<file path="src/rtl/pc_stack_unit_pkg.sv">
// pc_pkg: op codes and default sizes shared by the program-counter unit and its bench
package pc_pkg;
  typedef enum logic [2:0] {PC_INC, PC_SKIP, PC_GOTO, PC_CALL, PC_RET, PC_HOLD} pc_op_t;
  localparam int PC_W_DEF = 13;
  localparam int DEPTH_DEF = 8;
endpackage

</file>
<file path="src/rtl/pc_stack_unit_if.sv">
// pc_stack_unit_if: decode-side request bundle and registered fetch-address/stack status
interface pc_stack_unit_if #(parameter int PC_W = pc_pkg::PC_W_DEF, parameter int DEPTH = pc_pkg::DEPTH_DEF);
  logic en;
  logic [2:0] op;
  logic [PC_W-1:0] target;
  logic clr_flags;
  logic [PC_W-1:0] counter;
  logic [$clog2(DEPTH):0] depth;
  logic stk_overflow;
  logic stk_underflow;
  modport master(output en, op, target, clr_flags, input counter, depth, stk_overflow, stk_underflow);
  modport slave(input en, op, target, clr_flags, output counter, depth, stk_overflow, stk_underflow);
endinterface

</file>
<file path="src/rtl/pc_stack_unit_ret_stack.sv">
// ret_stack: circular LIFO of return addresses; overflow overwrites the oldest, underflow pops anyway
module ret_stack #(parameter int PC_W = 13, parameter int DEPTH = 8) (
  input  logic clk,
  input  logic reset,
  input  logic push,
  input  logic pop,
  input  logic [PC_W-1:0] wdata,
  output logic [PC_W-1:0] rdata,
  output logic [$clog2(DEPTH):0] depth,
  output logic overflow,
  output logic underflow
);
  localparam int SW = $clog2(DEPTH);
  logic [PC_W-1:0] r_mem [DEPTH];
  logic [SW-1:0] r_sp, w_top;
  logic [SW:0] r_depth;
  assign w_top = r_sp - SW'(1);
  assign rdata = r_mem[w_top];
  assign depth = r_depth;
  assign overflow = push && r_depth == (SW+1)'(DEPTH);
  assign underflow = pop && r_depth == '0;
  always_ff @(posedge clk or negedge reset) begin
    if (!reset) begin
      r_sp <= '0;
      r_depth <= '0;
      for (int i = 0; i < DEPTH; i++) r_mem[i] <= '0;
    end else if (push) begin
      r_mem[r_sp] <= wdata;
      r_sp <= r_sp + SW'(1);
      r_depth <= overflow ? r_depth : r_depth + (SW+1)'(1);
    end else if (pop) begin
      r_sp <= w_top;
      r_depth <= underflow ? r_depth : r_depth - (SW+1)'(1);
    end
  end
endmodule

</file>
<file path="src/rtl/pc_stack_unit.sv">
// pc_stack_unit: program counter with increment/skip/goto/call/return and sticky stack flags
module pc_stack_unit import pc_pkg::*; #(
  parameter int PC_W = PC_W_DEF,
  parameter int DEPTH = DEPTH_DEF,
  parameter logic [PC_W-1:0] RESET_VEC = '0
) (
  input logic clk,
  input logic reset,
  pc_stack_unit_if.slave bus
);
  logic [PC_W-1:0] r_counter, w_next, w_rdata;
  logic [$clog2(DEPTH):0] w_depth;
  logic w_push, w_pop, w_ovf, w_unf, r_ovf, r_unf;
  assign w_push = bus.en && bus.op == PC_CALL;
  assign w_pop = bus.en && bus.op == PC_RET;
  ret_stack #(.PC_W(PC_W), .DEPTH(DEPTH)) u_stack (
    .clk(clk), .reset(reset), .push(w_push), .pop(w_pop), .wdata(r_counter + PC_W'(1)),
    .rdata(w_rdata), .depth(w_depth), .overflow(w_ovf), .underflow(w_unf)
  );
  // codes 6 and 7 fall through to the increment arm
  always_comb begin
    w_next = !bus.en ? r_counter :
             bus.op == PC_SKIP ? r_counter + PC_W'(2) :
             (bus.op == PC_GOTO || bus.op == PC_CALL) ? bus.target :
             bus.op == PC_RET ? w_rdata :
             bus.op == PC_HOLD ? r_counter : r_counter + PC_W'(1);
  end
  always_ff @(posedge clk or negedge reset) begin
    if (!reset) begin
      r_counter <= RESET_VEC;
      r_ovf <= 1'b0;
      r_unf <= 1'b0;
    end else begin
      r_counter <= w_next;
      r_ovf <= w_ovf ? 1'b1 : bus.clr_flags ? 1'b0 : r_ovf;
      r_unf <= w_unf ? 1'b1 : bus.clr_flags ? 1'b0 : r_unf;
    end
  end
  assign bus.counter = r_counter;
  assign bus.depth = w_depth;
  assign bus.stk_overflow = r_ovf;
  assign bus.stk_underflow = r_unf;
endmodule
</file>
<file path="src/flat_wrapper.sv">
// flat-port wrapper written by rule: the top's interface ports become plain ports
module pc_stack_unit_flat import pc_pkg::*;
#(
  parameter int PC_W = PC_W_DEF,
  parameter int DEPTH = DEPTH_DEF,
  parameter logic [PC_W-1:0] RESET_VEC = '0
)
  (clk, reset, bus_en, bus_op, bus_target, bus_clr_flags, bus_counter, bus_depth, bus_stk_overflow, bus_stk_underflow);
  pc_stack_unit_if #(.PC_W(PC_W), .DEPTH(DEPTH)) bus_i ();
  input logic clk;
  input logic reset;
  input wire logic [$bits(bus_i.en)-1:0] bus_en;
  input wire logic [$bits(bus_i.op)-1:0] bus_op;
  input wire logic [$bits(bus_i.target)-1:0] bus_target;
  input wire logic [$bits(bus_i.clr_flags)-1:0] bus_clr_flags;
  output wire logic [$bits(bus_i.counter)-1:0] bus_counter;
  output wire logic [$bits(bus_i.depth)-1:0] bus_depth;
  output wire logic [$bits(bus_i.stk_overflow)-1:0] bus_stk_overflow;
  output wire logic [$bits(bus_i.stk_underflow)-1:0] bus_stk_underflow;
  assign bus_i.en = bus_en;
  assign bus_i.op = bus_op;
  assign bus_i.target = bus_target;
  assign bus_i.clr_flags = bus_clr_flags;
  assign bus_counter = bus_i.counter;
  assign bus_depth = bus_i.depth;
  assign bus_stk_overflow = bus_i.stk_overflow;
  assign bus_stk_underflow = bus_i.stk_underflow;
  pc_stack_unit #(.PC_W(PC_W), .DEPTH(DEPTH), .RESET_VEC(RESET_VEC)) u_core (.clk(clk), .reset(reset), .bus(bus_i));
endmodule
</file>
<file path="config.mk">
export PLATFORM = sky130hd
export DESIGN_NAME = pc_stack_unit_flat
export DESIGN_NICKNAME = d
export VERILOG_FILES = /design/src/rtl/pc_stack_unit_pkg.sv /design/src/rtl/pc_stack_unit_if.sv /design/src/rtl/pc_stack_unit_ret_stack.sv /design/src/rtl/pc_stack_unit.sv /design/src/flat_wrapper.sv
export SDC_FILE = /design/constraint.sdc
export NUM_CORES = 1
export LEC_CHECK = 0
export CAP_MARGIN = 20
export CORE_MARGIN = 5
export CORE_UTILIZATION = 44
export DETAILED_ROUTE_END_ITERATION = 6
export RECOVER_POWER = 100
export SLEW_MARGIN = 20
export SYNTH_ARGS = -nofsm -noshare
export SYNTH_HDL_FRONTEND = slang
export SYNTH_HIERARCHICAL = 1
export SYNTH_SLANG_ARGS = --single-unit
</file>
<file path="constraint.sdc">
create_clock -name clk -period 2.95 [get_ports clk]
set_input_delay 0.4425 -clock clk [delete_from_list [all_inputs] [get_ports clk]]
set_output_delay 0.4425 -clock clk [all_outputs]
set_load 0.01 [all_outputs]
</file>
==> key figures <==
Clock tree
  • Clock slew seen by the registers of the worst setup and hold paths: 0.06 ns
  • CTS H-tree depth: 4
  • Buffers from clock root to sink, at most: 2
  • Num CTS Buffers: 17
  • CTS tree: built
  • Source-to-sink clock delay at the later pin of the worst-skew pair: about 0.42 ns
  • Post-cts repair resize count: 0
  • Clk Tree Root Cell: sky130_fd_sc_hd__clkbuf_16
  • CTS Hold Bufs: 0
  • Post-CTS setup repair buffer count: 0
  • TritonCTS Sinks: between 100 and 150

Global routing
  • Total grt overflow: 0
  • Overall track demand over capacity in global routing: 0.201
  • Largest net degree at the start of global routing: 76
  • Wire length of the first global-routing pass: roughly 27 mm
  • Number of antenna violations at the first check in global routing: 0
  • Via count of the first global-routing pass: 4788

Floorplanning
  • Row cnt: 45
  • Core footprint: 15100 um2
  • IO Count: 39
  • Width of the chip: approximately 130 um
  • Floorplan die area: 17800 um2
  • Initial Util: 0.444
  • Chip Height: 133 um

Synth
  • Synth Net Count: 554
  • Sequential element share of the synthesized area: 0.470
  • Cell types occupying the most area after synthesis: sky130_fd_sc_hd__dfrtp_1 (47%), sky130_fd_sc_hd__mux2_2 (20%), sky130_fd_sc_hd__mux4_2 (9.1%), sky130_fd_sc_hd__nand2_1 (1.5%), sky130_fd_sc_hd__a21oi_1 (1.3%)
  • Synth warnings: 6
  • Synth cell count leaders: sky130_fd_sc_hd__dfrtp_1 (126), sky130_fd_sc_hd__mux2_2 (120), sky130_fd_sc_hd__mux4_2 (27)
  • Post-synthesis average cell area: 12.7 um2
  • Number of distinct standard cells referenced by the synthesized netlist: 60
  • Top FF cell, synth: sky130_fd_sc_hd__dfrtp_1
  • Synthesized instance count: 527
  • Fraction of post-synthesis cell area in the top cell type by area: 0.470
  • Synthesized flop and latch total: 126
  • Count of flip-flops with a built-in enable after synthesis: 0
  • Cell taking the most area after synthesis: sky130_fd_sc_hd__dfrtp_1
  • Most common cell in the synthesized netlist: sky130_fd_sc_hd__dfrtp_1
  • Async set-reset flop share out of synthesis: 1.00
  • Cell area after synthesis: between 6000 and 7000 um2

Setup path
  • Critical-path maximum fanout: 13
  • Setup crit start kind: flop
  • Crit Path Class: flop to flop
  • Type of element capturing the critical path: flop
  • Data arrival at the endpoint of the critical path: 2.95 ns
  • Required time of the critical path: 3.23 ns

Layout
  • Final Non-Filler Cells: 787
  • Nets: 613
  • Antenna diode count: 0
  • Area growth, synth to finish: 18.6%
  • Final core utilization: 0.527
  • Proportion of layout cells with a drive suffix above 1: 0.347
  • Total non-filler cell area in the finished layout: 7950 um2

Run
  • Number of maximum-capacitance violations: 0

Place
  • Setup WS pre-CTS: 0.261 ns
  • Detailed placement HPWL: between 10 and 15 mm
  • Cell area after placement: 7460 um2
  • Final weighted congestion in routability-driven placement: just over 0.9
  • Number of I/O port buffers: 38
  • Cell count after placement: 755

Drt
  • Final Routed Wirelength: about 17 mm
  • Number of remaining DRC errors: 0
  • Iteration count of the initial detailed-routing pass: 5
  • Vias/cell: about 6.0
  • Total vias in the final route: around 4700
  • Number of nets with antenna violations after routing: 0
  • Wire per inst: 21.7 um
  • Drt initial violations: 384

Timing
  • Setup repair after global routing missed its margin: false
  • Max Clock Freq: 0.374 GHz
  • Headroom to the max-slew limit: 0.0862
  • Largest clock skew in the final design: 0.0116 ns
  • Slew at the pin closest to its max-slew limit: 1.37 ns
  • Fin crit share: 0.906
  • Final critical delay including setup and external delays: 2.67 ns
  • Setup slack of the critical path after layout: approximately 0.28 ns
  • Number of setup violations in the final report: 0
  • Setup TNS after final layout: 0 ns
  • Count of endpoints failing hold in the final timing report: 0
  • Tightest hold margin: 0.339 ns
  • Max Slew Vio Count: 0

Status
  • Result of the run: complete, no violations

Power
  • Design Power: 7.98 mW
  • PD cells: about 1000 nW/um2
  • Standby leakage power: 3.55 nW
  • Worst vdd rail ir drop: 0.441 mV

Hold path
  • Min-Delay Path Class: primary input to async pin
flip-flops by register name, indices dropped and copies added, names as in the netlist:
| signal | count |
|---|---|
| u_core/bus.stk_overflow | 1 |
| u_core/bus.stk_underflow | 1 |
| u_core/u_stack/depth | 4 |
| u_core/u_stack/r_mem | 104 |
| u_core/bus.counter | 13 |
| u_core/u_stack/r_sp | 3 |
layer usage:
metal | up-vias | part of all wire | track usage
met3 | 32 | 0.047 | 0.0468
met1 | 2420 | 0.45 | 0.268
met4 | 0 | 0.019 | 0.0714
met2 | 137 | 0.49 | 0.322
li1 | 2108 | - | -
met5 | - | 0 | 0
power breakdown:
group / leakage [nW] / internal [mW] / total, mW / switching [mW]
combinational: 1.64 / 1.68 / 3.13 / 1.45
sequential: 1.64 / 2.38 / 2.87 / 0.488
clock: 0.273 / 1.22 / 1.98 / 0.758
cell type report:
class	instances	area, um2
clock inverter	9	86.3
timing repair buffer	74	613
fill	1310	7140
sequential	126	3150
inverter	8	30.0
multi-input combinational	359	3350
tap	188	235
clock buffer	23	478
path summary, 6_finish.rpt:
check                                                     startpoint                                   end  slack [ns]  cells past startpoint
min in group clk                u_core/bus.stk_underflow$_DFFE_PN0P_  u_core/bus.stk_underflow$_DFFE_PN0P_        0.48                      1
worst min register to register  u_core/bus.stk_underflow$_DFFE_PN0P_  u_core/bus.stk_underflow$_DFFE_PN0P_        0.48                      1
worst max register to register    u_core/u_stack/r_sp[1]$_DFFE_PN0P_    u_core/bus.counter[11]$_DFFE_PN0P_        0.28                      8
worst min-delay path                                           reset   u_core/u_stack/depth[1]$_DFFE_PN0P_        0.34                      1
worst max-delay path              u_core/u_stack/r_sp[1]$_DFFE_PN0P_    u_core/bus.counter[11]$_DFFE_PN0P_        0.28                      8
max in group asynchronous                                      reset  u_core/u_stack/r_mem[61]$_DFFE_PN0P_        0.82                      2
logic make-up after synthesis:
logic type	count (synthesis)	share of synthesized area
fa+ha+maj	7	0.0142
compound gates	69	0.0664
flops	126	0.470
simple gates	110	0.0907
xor+xnor	17	0.0222
buf+inv	42	0.0304
mux	156	0.306
cell usage in the layout, fill, tap and decap left out, types with 10 or more instances in the layout:
cell | Yosys | final
sky130_fd_sc_hd__a21oi_1 | 17 | 17
sky130_fd_sc_hd__mux2_2 | 120 | 116
sky130_fd_sc_hd__mux4_2 | 27 | 27
sky130_fd_sc_hd__o21ai_0 | 13 | 14
sky130_fd_sc_hd__clkdlybuf4s50_1 | 0 | 18
sky130_fd_sc_hd__nor2_1 | 17 | 17
sky130_fd_sc_hd__dlygate4sd3_1 | 0 | 19
sky130_fd_sc_hd__buf_4 | 2 | 21
sky130_fd_sc_hd__dfrtp_1 | 126 | 125
sky130_fd_sc_hd__clkbuf_16 | 0 | 17
sky130_fd_sc_hd__nand2_1 | 26 | 26
sky130_fd_sc_hd__clkbuf_1 | 10 | 13
sky130_fd_sc_hd__nand3_1 | 11 | 11
sky130_fd_sc_hd__nor3_1 | 10 | 10
worst max-delay path: stages, from the launching register on:
cell,delay (ns)
sky130_fd_sc_hd__dfrtp_1,0.50
sky130_fd_sc_hd__inv_1,0.14
sky130_fd_sc_hd__ha_1,0.33
sky130_fd_sc_hd__buf_4,0.23
sky130_fd_sc_hd__mux4_2,0.33
sky130_fd_sc_hd__mux2_1,0.35
sky130_fd_sc_hd__or3_1,0.37
sky130_fd_sc_hd__a22oi_1,0.17
sky130_fd_sc_hd__o211ai_1,0.11
Power figures use the tool's default switching activity.
